## config.mk

```make
export PLATFORM = sky130hd
export DESIGN_NAME = branch_resolve_unit
export DESIGN_NICKNAME = d
export VERILOG_FILES = /design/src/rtl/bru_pkg.sv /design/src/rtl/bru_pred_queue.sv /design/src/rtl/branch_resolve_unit.sv
export SDC_FILE = /design/constraint.sdc
export NUM_CORES = 1
export LEC_CHECK = 0
export CAP_MARGIN = 15
export CORE_MARGIN = 8
export CORE_UTILIZATION = 40
export DETAILED_ROUTE_END_ITERATION = 6
export PLACE_DENSITY = 0.69
export REMOVE_ABC_BUFFERS = 1
export SLEW_MARGIN = 20
export SYNTH_ARGS = -nofsm -noshare
export SYNTH_HDL_FRONTEND = slang
export SYNTH_SLANG_ARGS = --single-unit
```

## constraint.sdc

```tcl
create_clock -name bru_clk -period 6.1 [get_ports bru_clk]
set_input_delay 1.22 -clock bru_clk [delete_from_list [all_inputs] [get_ports bru_clk]]
set_output_delay 1.22 -clock bru_clk [all_outputs]
set_load 0.01 [all_outputs]
```

## src/rtl/bru_pkg.sv

```systemverilog
// rtl/bru_pkg.sv - shared types, constants and the mispredict rule for the branch resolve unit
package bru_pkg;

  typedef struct packed {
    logic [31:0] pc;
    logic        pred_taken;
    logic [31:0] pred_target;
  } bru_entry_t;

  typedef enum logic {
    IDLE  = 1'b0,
    FLUSH = 1'b1
  } bru_state_t;

  localparam logic [31:0] BRU_PC_INCR = 32'd4;

  // A not-taken prediction that resolves not-taken is correct whatever the targets are.
  function automatic logic bru_is_mispredict(input bru_entry_t e, input logic taken,
                                             input logic [31:0] target);
    return (e.pred_taken != taken) ||
           (e.pred_taken && taken && (e.pred_target != target));
  endfunction

endpackage

```

## src/rtl/bru_pred_queue.sv

```systemverilog
// rtl/bru_pred_queue.sv - in-order FIFO of fetch-stage branch predictions
module bru_pred_queue
  import bru_pkg::*;
#(
  parameter int DEPTH = 4
) (
  input  logic       i_clk,
  input  logic       i_reset,
  input  logic       i_push,
  input  bru_entry_t i_push_data,
  input  logic       i_pop,
  input  logic       i_clear,
  output logic       o_full,
  output logic       o_empty,
  output bru_entry_t o_head
);

  localparam int PTR_W = (DEPTH > 1) ? $clog2(DEPTH) : 1;
  localparam int CNT_W = PTR_W + 1;
  localparam logic [PTR_W-1:0] PTR_ONE  = PTR_W'(1);
  localparam logic [CNT_W-1:0] CNT_ONE  = CNT_W'(1);
  localparam logic [CNT_W-1:0] CNT_FULL = CNT_W'(DEPTH);

  bru_entry_t       r_mem [DEPTH];
  logic [PTR_W-1:0] r_wr_ptr;
  logic [PTR_W-1:0] r_rd_ptr;
  logic [CNT_W-1:0] r_count;
  logic             w_push;
  logic             w_pop;

  assign o_full  = (r_count == CNT_FULL);
  assign o_empty = (r_count == '0);
  assign o_head  = r_mem[r_rd_ptr];

  // Clear wins over push/pop so a mispredict leaves the queue empty.
  assign w_push = i_push && !o_full && !i_clear;
  assign w_pop  = i_pop && !o_empty && !i_clear;

  always_ff @(posedge i_clk) begin
    if (w_push) begin
      r_mem[r_wr_ptr] <= i_push_data;
    end
  end

  always_ff @(posedge i_clk) begin
    if (i_reset || i_clear) begin
      r_wr_ptr <= '0;
      r_rd_ptr <= '0;
      r_count  <= '0;
    end else begin
      if (w_push) begin
        r_wr_ptr <= r_wr_ptr + PTR_ONE;
      end
      if (w_pop) begin
        r_rd_ptr <= r_rd_ptr + PTR_ONE;
      end
      case ({w_push, w_pop})
        2'b10:   r_count <= r_count + CNT_ONE;
        2'b01:   r_count <= r_count - CNT_ONE;
        default: r_count <= r_count;
      endcase
    end
  end

endmodule

```

## src/rtl/branch_resolve_unit.sv

```systemverilog
// rtl/branch_resolve_unit.sv - pairs predictions with execute outcomes, updates BTB, redirects and flushes
// Optional counters bru_stat_resolved/bru_stat_mispredict are built when BRU_STATS_EN is defined.
module branch_resolve_unit
  import bru_pkg::*;
#(
  parameter int QUEUE_DEPTH  = 4,
  parameter int FLUSH_CYCLES = 2
) (
  input  logic        bru_clk,
  input  logic        bru_reset,
  input  logic        bru_fetch_valid,
  input  logic [31:0] bru_fetch_pc,
  input  logic        bru_fetch_pred_taken,
  input  logic [31:0] bru_fetch_pred_target,
  output logic        bru_fetch_ready,
  input  logic        bru_ex_valid,
  input  logic        bru_ex_taken,
  input  logic [31:0] bru_ex_target,
  output logic        bru_btb_write,
  output logic [31:0] bru_btb_new_pc,
  output logic [31:0] bru_btb_data,
  output logic        bru_btb_branch_taken,
  output logic        bru_redirect,
  output logic [31:0] bru_redirect_pc,
  output logic        bru_flush,
  output logic        bru_underflow
`ifdef BRU_STATS_EN
  ,
  output logic [31:0] bru_stat_resolved,
  output logic [31:0] bru_stat_mispredict
`endif
);

  localparam int FC_W = (FLUSH_CYCLES > 1) ? $clog2(FLUSH_CYCLES) : 1;
  localparam logic [FC_W-1:0] FC_LOAD = FC_W'(FLUSH_CYCLES - 1);
  localparam logic [FC_W-1:0] FC_ONE  = FC_W'(1);

  bru_state_t  r_state;
  bru_state_t  w_state_nxt;
  logic [FC_W-1:0] r_flush_cnt;
  logic [FC_W-1:0] w_flush_cnt_nxt;

  logic        w_full;
  logic        w_empty;
  bru_entry_t  w_head;
  bru_entry_t  w_push_data;
  logic        w_ready;
  logic        w_pop;
  logic        w_push;
  logic        w_mispredict;
  logic        w_underflow_evt;
  logic [31:0] w_correct_pc;

  logic        r_btb_write;
  logic [31:0] r_btb_new_pc;
  logic [31:0] r_btb_data;
  logic        r_btb_branch_taken;
  logic        r_redirect;
  logic [31:0] r_redirect_pc;
  logic        r_underflow;

  assign w_ready         = (r_state == IDLE) && !w_full;
  assign w_pop           = bru_ex_valid && (r_state == IDLE) && !w_empty;
  assign w_underflow_evt = bru_ex_valid && (r_state == IDLE) && w_empty;
  assign w_mispredict    = w_pop && bru_is_mispredict(w_head, bru_ex_taken, bru_ex_target);
  assign w_push          = bru_fetch_valid && w_ready && !w_mispredict;
  assign w_correct_pc    = bru_ex_taken ? bru_ex_target : (w_head.pc + BRU_PC_INCR);

  assign w_push_data.pc          = bru_fetch_pc;
  assign w_push_data.pred_taken  = bru_fetch_pred_taken;
  assign w_push_data.pred_target = bru_fetch_pred_target;

  bru_pred_queue #(
    .DEPTH (QUEUE_DEPTH)
  ) u_queue (
    .i_clk       (bru_clk),
    .i_reset     (bru_reset),
    .i_push      (w_push),
    .i_push_data (w_push_data),
    .i_pop       (w_pop),
    .i_clear     (w_mispredict),
    .o_full      (w_full),
    .o_empty     (w_empty),
    .o_head      (w_head)
  );

  always_ff @(posedge bru_clk) begin
    if (bru_reset) begin
      r_state     <= IDLE;
      r_flush_cnt <= '0;
    end else begin
      r_state     <= w_state_nxt;
      r_flush_cnt <= w_flush_cnt_nxt;
    end
  end

  // The counter holds the flush cycles remaining after the current one.
  always_comb begin
    w_state_nxt     = r_state;
    w_flush_cnt_nxt = r_flush_cnt;
    case (r_state)
      IDLE: begin
        if (w_mispredict) begin
          w_state_nxt     = FLUSH;
          w_flush_cnt_nxt = FC_LOAD;
        end
      end
      FLUSH: begin
        if (r_flush_cnt == '0) begin
          w_state_nxt = IDLE;
        end else begin
          w_flush_cnt_nxt = r_flush_cnt - FC_ONE;
        end
      end
      default: begin
        w_state_nxt     = IDLE;
        w_flush_cnt_nxt = '0;
      end
    endcase
  end

  always_ff @(posedge bru_clk) begin
    if (bru_reset) begin
      r_btb_write        <= 1'b0;
      r_btb_new_pc       <= '0;
      r_btb_data         <= '0;
      r_btb_branch_taken <= 1'b0;
      r_redirect         <= 1'b0;
      r_redirect_pc      <= '0;
      r_underflow        <= 1'b0;
    end else begin
      r_btb_write <= w_pop;
      r_redirect  <= w_mispredict;
      if (w_pop) begin
        r_btb_new_pc       <= w_head.pc;
        r_btb_data         <= bru_ex_target;
        r_btb_branch_taken <= bru_ex_taken;
      end
      if (w_mispredict) begin
        r_redirect_pc <= w_correct_pc;
      end
      if (w_underflow_evt) begin
        r_underflow <= 1'b1;
      end
    end
  end

`ifdef BRU_STATS_EN
  logic [31:0] r_stat_resolved;
  logic [31:0] r_stat_mispredict;

  always_ff @(posedge bru_clk) begin
    if (bru_reset) begin
      r_stat_resolved   <= '0;
      r_stat_mispredict <= '0;
    end else begin
      if (w_pop && (r_stat_resolved != 32'hFFFF_FFFF)) begin
        r_stat_resolved <= r_stat_resolved + 32'd1;
      end
      if (w_mispredict && (r_stat_mispredict != 32'hFFFF_FFFF)) begin
        r_stat_mispredict <= r_stat_mispredict + 32'd1;
      end
    end
  end

  assign bru_stat_resolved   = r_stat_resolved;
  assign bru_stat_mispredict = r_stat_mispredict;
`endif

  assign bru_fetch_ready      = w_ready;
  assign bru_btb_write        = r_btb_write;
  assign bru_btb_new_pc       = r_btb_new_pc;
  assign bru_btb_data         = r_btb_data;
  assign bru_btb_branch_taken = r_btb_branch_taken;
  assign bru_redirect         = r_redirect;
  assign bru_redirect_pc      = r_redirect_pc;
  assign bru_flush            = (r_state == FLUSH);
  assign bru_underflow        = r_underflow;

endmodule

```

==> reports/qor.csv, run 1 <==
stage;metric;value;unit
logic_synthesis;syn_avg_cell_area;14.9;um^2
worst_setup_path;end_kind;register;
logic_synthesis;ys_ff_latch;371;
final_layout;drive_gt1_share;11.8;%
die;die_y;207;um
die;die_w;207;um
logic_synthesis;yosysWarnings;0;
logic_synthesis;synth-main-ff-cell;edfxtp_1;
worst_setup_path;arrival;4610;ps
routing;drt_iter0_markers;780;
logic_synthesis;synth-async-reset-ratio;0;%
clock_tree;cts_buffers;40;
clock_tree;cts_max_level;2;
routing;drtAntennaViolNets;0;
worst_setup_path;worst-setup-path-type;reg -> reg;
die;dieArea;0.0430;mm^2
grt;antenna_found_initial;11;
clock_tree;postCtsHoldBufs;0;
final_layout;area_growth;26.3;%
timing;max_freq;226;MHz
logic_synthesis;syn_area;0.0146;mm^2
power;pwr-share-clk;32.0;%
min_path;hold_class;reg -> reg;
placed_design;post-dp-hpwl;26100;um
placed_design;port_buffers;203;
die;coreArea;0.0363;mm^2
routing;dr_total_vias;9011;
worst_setup_path;cp_data_required_time;6290;ps
power;power_leakage;5.98;nW
logic_synthesis;synth-edff-count;260;
die;rows;70;
timing;holdWs;451;ps
final_layout;design_area;0.0185;mm^2
timing;setup_viol;0;
logic_synthesis;postSynthCellCount;982;
timing;finalMaxSlewViolations;0;
power;pwr-share-seq;44.1;%
power;p_comb_share;23.9;%
worst_setup_path;crit_fanout;51;
routing;drc;0;
timing;hold_viol;0;
power;p_per_area;401;mW/mm^2
grt;grt_pass1_vias;9063;
timing;worst_pin_slew;1010;ps
power;p_switching;2.13;mW
clock_tree;cts_sinks;371;
final_layout;final_nets;1297;
timing;max_slew_margin;32.9;%
grt;grt_pass1_wl;57800;um
timing;clock_skew;13.6;ps
placed_design;dpl_cell_area;0.0172;mm^2
clock_tree;clkTransAtPathRegs;60;ps
clock_tree;clk_latency;530;ps
grt;grt_max_degree;69;
grt;grt.total_usage;17.6;%
clock_tree;ctsRootBufferMaster;clkbuf_16;
power;ir_worst_vdd;0.000220;V
job;maxCapViolations;0;
timing;fin_crit;4420;ps
routing;wl;38900;um
power;power;7.42;mW
grt;grt-ovfl-total;0;
power;internal-power;5.29;mW
worst_setup_path;cp-start-kind;register;
timing;rsz0062_at_grt;no;
die;initial_core_util;40.3;%
clock_tree;cts_tree;built;
logic_synthesis;yosysSeqAreaShare;68.5;%
die;ios;204;
final_layout;final_common_cell;edfxtp_1;
placed_design;globalplace.congestion;0.778;
clock_tree;cts_resized;0;
run_status;status;finished, final reports clean;
timing;timing.final.crit_share;72.4;%
logic_synthesis;yosysUniqueCellTypes;45;
final_layout;utilization;50.9;%
routing;drt-pass1-iter-count;5;
clock_tree;postCtsSetupRepairBufs;0;
routing;post_drt_via_cell_ratio;5.32;
clock_tree;clk_path_buf_depth;3;
power;switching_share;28.7;%
routing;wl_per_cell;22.9;um
final_layout;final_cell_mix;260 x edfxtp_1, 201 x clkdlybuf4s50_1, 149 x nand2_1, 109 x dfxtp_1, 80 x a21oi_1;
## per-stage QoR
stage,worst slack (ps),setup TNS (ps),cells
floorplan,-1450,-377800,928
global placement,1680,0,1613
detailed placement,1590,0,1613
CTS,1630,0,1687
global route,1370,0,1691
finish,1680,0,1694
## cell families (layout without fill, tap and decap cells)
family	Yosys count	after routing	share of synthesized area [%]
compound gates	122	122	4.26
xor+xnor	63	63	3.77
fa+ha+maj	8	8	0.735
buf+inv	65	302	2.32
flops	371	371	68.5
mux	88	88	11.9
other cells	0	7	0
simple gates	265	265	8.50
## power by group through the flow
| stage | combinational, mW | sequential, mW | clock [mW] |
|---|---|---|---|
| 2_1_floorplan | 0.901 | 3.40 | 0 |
| 3_5_place_dp | 1.79 | 3.33 | 0 |
| 3_3_place_gp | 1.78 | 3.31 | 0 |
| 4_1_cts | 1.79 | 3.28 | 2.43 |
| 6_report | 1.77 | 3.27 | 2.38 |
| 5_1_grt | 1.92 | 3.31 | 2.51 |
## per-layer routing
metal	global-route usage, %	part of all wire (%)
met1	23.2	43
met2	27.3	46
met3	5.56	8.5
met4	5.89	2.8
met5	0	0.13
## critical path, cell delays in order, from the launching register on
cell	delay, ps
dfxtp_4	760
buf_4	400
mux4_2	560
xnor2_1	180
nand4_1	130
nor4_1	430
a21boi_1	260
o21a_1	370
nor2_4	520
buf_12	380
## cell type report
type | count | area [um^2]
Sequential cell | 371 | 10000
Inverter | 11 | 41.3
Clock inverter | 16 | 173
Fill cell | 3044 | 17900
Tap cell | 468 | 586
Multi-Input combinational cell | 546 | 4330
Timing Repair Buffer | 217 | 2190
Antenna cell | 7 | 17.5
Clock buffer | 58 | 1120
## flip-flops by register name, summed over array words and instances, names as in the netlist, named ones only
register,cells
bru_underflow,1
bru_redirect,1
bru_redirect_pc,32
u_queue.r_wr_ptr,2
bru_btb_branch_taken,1
r_flush_cnt,1
bru_btb_data,32
bru_btb_write,1
bru_flush,1
u_queue.r_rd_ptr,2
u_queue.r_count,3
bru_btb_new_pc,32
u_queue.r_mem,260
## Yosys cell counts, types with 2 or more instances
cell type / count / share of area (%)
nand4_1: 13 / 0.56
xor2_1: 13 / 0.78
mux4_2: 52 / 8.0
o21ai_1: 5 / 0.17
nand2_1: 149 / 3.8
buf_2: 3 / 0.10
clkbuf_1: 30 / 0.77
nand2b_1: 4 / 0.17
edfxtp_1: 260 / 53
buf_1: 7 / 0.18
xnor2_1: 50 / 3.0
o31ai_1: 2 / 0.10
nor2_1: 28 / 0.72
nor3_1: 9 / 0.31
inv_1: 11 / 0.28
nand3_1: 39 / 1.3
nor2b_1: 4 / 0.17
nor4_2: 2 / 0.17
buf_4: 4 / 0.21
mux2i_1: 23 / 1.6
or4_1: 3 / 0.15
o21ai_0: 30 / 1.0
nor4_1: 3 / 0.13
dfxtp_1: 111 / 15
and2_1: 2 / 0.085
buf_12: 2 / 0.27
nor4_4: 2 / 0.29
mux4_1: 13 / 2.3
ha_1: 7 / 0.60
clkbuf_2: 3 / 0.10
a21oi_1: 81 / 2.8
buf_6: 4 / 0.31
## worst paths after layout
| kind | start | end | slack (ps) | cells past startpoint |
|---|---|---|---|---|
| setup / recovery | register | u_queue.r_mem[1][12]$_DFFE_PP_ | 1680 | 9 |
| hold / removal | bru_btb_data[27]$_SDFFE_PP0P_ | bru_btb_data[27]$_SDFFE_PP0P_ | 450 | 2 |
| hold reg to reg | bru_btb_data[27]$_SDFFE_PP0P_ | bru_btb_data[27]$_SDFFE_PP0P_ | 450 | 2 |
| setup reg to reg | register | u_queue.r_mem[1][12]$_DFFE_PP_ | 1680 | 9 |
Power figures use the tool's default switching activity.
==> run 2, diff against run 1 <==
- clock period: 6.1 -> 4.25 ns (I/O delays scaled with it)
==> reports/qor.csv, run 2 (synthesis results as in run 1) <==
stage;metric;value;unit;change
run_status;status;finished, final reports clean;;
worst_setup_path;end_kind;register;;
worst_setup_path;cp_data_required_time;4660;ps;-1630 ps
clock_tree;cts_max_level;2;;unchanged
routing;wl_met3;2950;um;-10%
timing;tns;0;ps;unchanged
timing;timing.final.crit_share;92.1;%;+20 points
clock_tree;ctsRootBufferMaster;clkbuf_16;;
timing;finalMaxSlewViolations;0;;unchanged
routing;wl_per_cell;22.8;um;-0.80%
routing;post_drt_via_cell_ratio;5.27;;-0.88%
final_layout;final_cell_mix;260 x edfxtp_1, 201 x clkdlybuf4s50_1, 149 x nand2_1, 109 x dfxtp_1, 80 x a21oi_1;;
final_layout;largest-register;u_queue.r_mem;;
routing;drt-pass1-iter-count;6;;+1
placed_design;post-dp-hpwl;26000;um;-0.39%
timing;fin_crit;3920;ps;-501 ps
grt;grt.total_usage;17.6;%;about the same
final_layout;largest_reg_flops;260;;unchanged
die;coreArea;0.0363;mm^2;unchanged
min_path;hold_class;reg -> reg;;
routing;wl;38700;um;-0.27%
die;rows;70;;unchanged
routing;drt_iter0_markers;670;;-14%
clock_tree;clk_latency;520;ps;about the same
clock_tree;clkTransAtPathRegs;60;ps;about the same
worst_setup_path;worst-setup-path-type;reg -> reg;;
grt;grt_max_degree;69;;unchanged
timing;setup_viol;0;;unchanged
routing;met1_length;17400;um;+5.2%
job;maxCapViolations;0;;unchanged
final_layout;drive_gt1_share;13.2;%;+1.4 points
clock_tree;postCtsHoldBufs;0;;unchanged
clock_tree;cts_sinks;371;;unchanged
die;initial_core_util;40.3;%;unchanged
worst_setup_path;crit_fanout;24;;-53%
timing;holdWs;453;ps;+2.24 ps
final_layout;stdcell_count;1703;;+0.53%
timing;max_slew_margin;42.5;%;+9.6 points
die;die_w;207;um;unchanged
final_layout;multi_input_area;0.00433;mm^2;+0.14%
die;ios;204;;unchanged
clock_tree;postCtsSetupRepairBufs;0;;unchanged
routing;drtAntennaViolNets;0;;unchanged
die;die_y;207;um;unchanged
final_layout;final_common_cell;edfxtp_1;;
grt;grt_pass1_vias;9331;;+3.0%
worst_setup_path;cp-start-kind;register;;
worst_setup_path;arrival;4320;ps;-290 ps
clock_tree;clk_path_buf_depth;3;;unchanged
routing;dr_total_vias;8979;;-0.36%
timing;max_freq;255;MHz;+13%
routing;highest_layer;met5;;
final_layout;seq_area;0.0100;mm^2;unchanged
final_layout;final_nets;1314;;+1.3%
routing;wl_met2;17300;um;-2.9%
timing;clock_skew;13.0;ps;-0.608 ps
power;p_per_area;572;mW/mm^2;+43%
placed_design;port_buffers;203;;unchanged
routing;drc;0;;unchanged
placed_design;dp.cells;1631;;+1.1%
power;ir_worst_vdd;0.000345;V;+56%
grt;grt_pass1_wl;58000;um;+0.46%
min_path;hold_depth;2;;unchanged
grt;antenna_found_initial;4;;-7
clock_tree;cts_tree;built;;
timing;rsz0062_at_grt;no;;
power;power_leakage;6.10;nW;+2.0%
timing;hold_viol;0;;unchanged
placed_design;globalplace.congestion;0.768;;-1.3%
final_layout;utilization;51.3;%;+0.42 points
grt;grt-ovfl-total;0;;unchanged
clock_tree;cts_buffers;39;;-2.5%
clock_tree;cts_resized;0;;unchanged
final_layout;area_growth;27.3;%;
final_layout;fillers;3020;;-0.79%
worst_setup_path;r2r.worst_path.cells;15;;+6
die;dieArea;0.0430;mm^2;unchanged
timing;worst_pin_slew;863;ps;-143 ps
-- run 2: cell types whose count changed in the layout (fill, tap and decap cells not counted) --
cell,previous run,this run
clkinv_2,3,7
clkbuf_1,14,10
clkinv_4,0,1
nor4_2,2,3
nor4_1,3,2
buf_4,9,24
clkinv_1,3,4
clkbuf_8,3,5
clkinvlp_4,4,0
buf_12,5,8
inv_6,3,0
diode_2,7,1
-- run 2: report_power, final --
group	switching, mW	total, mW	internal (mW)
clock	1.34	3.38	2.03
combinational	1.50	2.62	1.12
sequential	0.193	4.68	4.48
total	3.04	10.7	7.64
-- run 2: worst max-delay path, cell delays in order (launching register included) --
cell and delay (ps):
dfxtp_4 430, buf_12 240, buf_4 260, mux4_2 530, xnor2_1 300, nand4_1 170, nor4_2 360, a21boi_1 210
nor3_1 200, ha_1 210, inv_1 60, fa_1 370, xor2_1 150, nor2_1 110, xnor2_1 130, nor2_1 50
-- run 2: final timing paths --
path / startpoint / to / slack, ps
max: register / u_queue.r_count[2]$_SDFFE_PP0P_ / 330
min: bru_btb_data[26]$_SDFFE_PP0P_ / bru_btb_data[26]$_SDFFE_PP0P_ / 450
max reg2reg: register / u_queue.r_count[2]$_SDFFE_PP0P_ / 330
min reg2reg: bru_btb_data[26]$_SDFFE_PP0P_ / bru_btb_data[26]$_SDFFE_PP0P_ / 450
-- run 2: final cells by class --
cell class              instances  share of cell area [%]
diodes                          1                  0.0134
inverters                      11                   0.221
multi-input cells             546                    23.2
repair buffers                235                    12.7
well taps                     468                    3.14
clock inverters                15                   0.799
clock buffers                  56                    6.07
flip-flops and latches        371                    53.8
-- run 2: stage by stage --
stage	cell area (um^2)	setup WS [ps]	total power, mW
2_1_floorplan	14300	-3300	6.17
5_1_grt	18600	6.17	11.2
3_3_place_gp	17400	272	7.36
3_5_place_dp	17400	236	7.40
6_report	18600	334	10.7
4_1_cts	18600	217	10.8
-- run 2: layer usage --
metal	track usage, %	vias up
met5	0	-
met4	5.35	6
li1	-	4107
met1	23.9	4456
met2	27.3	347
met3	4.68	63
==> run 3, diff against run 2 <==
- CORE_MARGIN: 8 -> 2
- CTS_CLUSTER_DIAMETER: not set -> 50
==> reports/qor.csv, run 3 (synthesis results as in run 1) <==
stage;metric;value;unit;change
run_status;status;finished, final reports clean;;
final_layout;final_nets;1327;;+0.99%
clock_tree;clkTransAtPathRegs;60;ps;about the same
clock_tree;cts_max_level;2;;unchanged
worst_setup_path;crit_fanout;17;;-29%
grt;grt.total_usage;19.7;%;+2.1 points
die;dieArea;0.0381;mm^2;-11%
grt;antenna_found_initial;4;;unchanged
power;switching_share;28.5;%;about the same
timing;finalMaxSlewViolations;0;;unchanged
final_layout;largest-register;u_queue.r_mem;;
power;p_switching;3.08;mW;+1.4%
routing;drtAntennaViolNets;0;;unchanged
die;initial_core_util;40.3;%;unchanged
grt;grt_pass1_wl;55700;um;-3.9%
timing;rsz0062_at_grt;no;;
die;rows;70;;unchanged
timing;clock_skew;34.7;ps;+21.7 ps
final_layout;seq_area;0.0100;mm^2;unchanged
min_path;hold_class;reg -> reg;;
power;p_per_area;575;mW/mm^2;+0.50%
die;ios;204;;unchanged
placed_design;dp.cells;1643;;+0.74%
power;pwr-share-clk;32.5;%;+0.9 points
timing;hold_viol;0;;unchanged
worst_setup_path;arrival;4260;ps;-60 ps
power;p_comb_share;24.2;%;-0.4 points
die;coreArea;0.0363;mm^2;unchanged
worst_setup_path;worst-setup-path-type;reg -> reg;;
placed_design;globalplace.congestion;0.764;;-0.55%
routing;post_drt_via_cell_ratio;5.29;;+0.26%
power;power_leakage;6.20;nW;+1.6%
clock_tree;ctsRootBufferMaster;clkbuf_16;;
timing;holdWs;452;ps;-1.77 ps
worst_setup_path;end_kind;register;;
job;maxCapViolations;0;;unchanged
clock_tree;cts_resized;0;;unchanged
worst_setup_path;cp_data_required_time;4680;ps;+20 ps
grt;grt_max_degree;68;;-1.4%
timing;timing.final.crit_share;90.1;%;-2.1 points
grt;grt_pass1_vias;8874;;-4.9%
power;pwr-share-seq;43.3;%;-0.5 points
die;die_y;195;um;-5.8%
final_layout;final_cell_mix;260 x edfxtp_1, 201 x clkdlybuf4s50_1, 149 x nand2_1, 109 x dfxtp_1, 80 x a21oi_1;;
clock_tree;cts_tree;built;;
power;ir_worst_vdd;0.000271;V;-22%
clock_tree;postCtsSetupRepairBufs;0;;unchanged
final_layout;stdcell_count;1718;;+0.88%
final_layout;multi_input_area;0.00434;mm^2;+0.17%
routing;drt_iter0_markers;669;;-0.15%
timing;max_freq;261;MHz;+2.3%
timing;setup_viol;0;;unchanged
final_layout;drive_gt1_share;14.6;%;+1.4 points
timing;worst_pin_slew;901;ps;+37.6 ps
clock_tree;clk_path_buf_depth;3;;unchanged
die;die_w;195;um;-5.8%
min_path;min_from;bru_btb_data[22]$_SDFFE_PP0P_;;
routing;dr_total_vias;9082;;+1.1%
routing;wl;37600;um;-3.0%
routing;drc;0;;unchanged
clock_tree;clk_latency;540;ps;+20 ps
routing;wl_per_cell;21.9;um;-3.8%
placed_design;post-dp-hpwl;25600;um;-1.6%
placed_design;port_buffers;203;;unchanged
final_layout;final_common_cell;edfxtp_1;;
final_layout;area_growth;28.4;%;
power;internal-power;7.74;mW;+1.3%
final_layout;largest_reg_flops;260;;unchanged
final_layout;fillers;3014;;-0.20%
timing;fin_crit;3830;ps;-87.9 ps
grt;grt-ovfl-total;0;;unchanged
clock_tree;postCtsHoldBufs;0;;unchanged
routing;drt-pass1-iter-count;5;;-1
clock_tree;cts_buffers;40;;+2.6%
timing;max_slew_margin;40.0;%;-2.5 points
clock_tree;cts_sinks;371;;unchanged
worst_setup_path;cp-start-kind;register;;
run 3: cell types whose count changed in the layout (fill, tap and decap cells not counted), sizes merged:
cell,change
clkinv,-5
clkinvlp,+1
buf,+12
inv,+2
clkbuf,+7
bufinv,-2
run 3: worst paths after layout:
kind | end | slack [ps] | cells past startpoint
hold reg to reg | bru_btb_data[22]$_SDFFE_PP0P_ | 450 | 2
setup / recovery | u_queue.r_count[2]$_SDFFE_PP0P_ | 420 | 14
hold / removal | bru_btb_data[22]$_SDFFE_PP0P_ | 450 | 2
setup reg to reg | u_queue.r_count[2]$_SDFFE_PP0P_ | 420 | 14
run 3: power by group through the flow:
| stage | combinational [mW] | sequential [mW] | clock (mW) |
|---|---|---|---|
| global placement | 2.61 | 4.74 | 0 |
| CTS | 2.65 | 4.69 | 3.58 |
| global route | 2.83 | 4.73 | 3.73 |
| floorplan | 1.29 | 4.88 | 0 |
| detailed placement | 2.64 | 4.76 | 0 |
| finish | 2.62 | 4.68 | 3.51 |
run 3: worst max-delay path, stage by stage, from the launching register on:
cell and delay [ps]:
dfxtp_4 570, buf_4 230, mux4_2 510, xnor2_1 340
nand4_1 160, nor4_2 390, a21boi_1 250, nor3_1 200
ha_1 210, inv_1 60, fa_1 370, xor2_1 150
nor2_1 110, xnor2_1 130, nor2_1 50
run 3: area by class of cell:
cell class | count | area share, %
clock buffers | 63 | 6.73
multi-input cells | 546 | 23.1
inverters | 11 | 0.220
flip-flops and latches | 371 | 53.4
diodes | 1 | 0.0133
repair buffers | 247 | 12.9
well taps | 468 | 3.11
clock inverters | 11 | 0.532
run 3: layer usage:
layer	vias to the layer above	wire length, um	track usage (%)
met4	4	784	5.32
met1	4513	16500	27.6
met5	-	22	0
met3	63	2700	4.63
li1	4151	-	-
met2	351	17600	31.0
run 3: through the flow:
| step | instance area [um^2] | total power [mW] | worst slack, ps | setup TNS, ps | utilization (%) |
|---|---|---|---|---|---|
| floorplan | 14300 | 6.17 | -3300 | -907740 | - |
| global placement | 17400 | 7.35 | 226 | 0 | 47.9 |
| detailed placement | 17400 | 7.40 | 216 | 0 | 47.9 |
| CTS | 18800 | 10.9 | 235 | 0 | 51.7 |
| global route | 18800 | 11.3 | 96.1 | 0 | 51.7 |
| finish | 18800 | 10.8 | 422 | 0 | 51.7 |
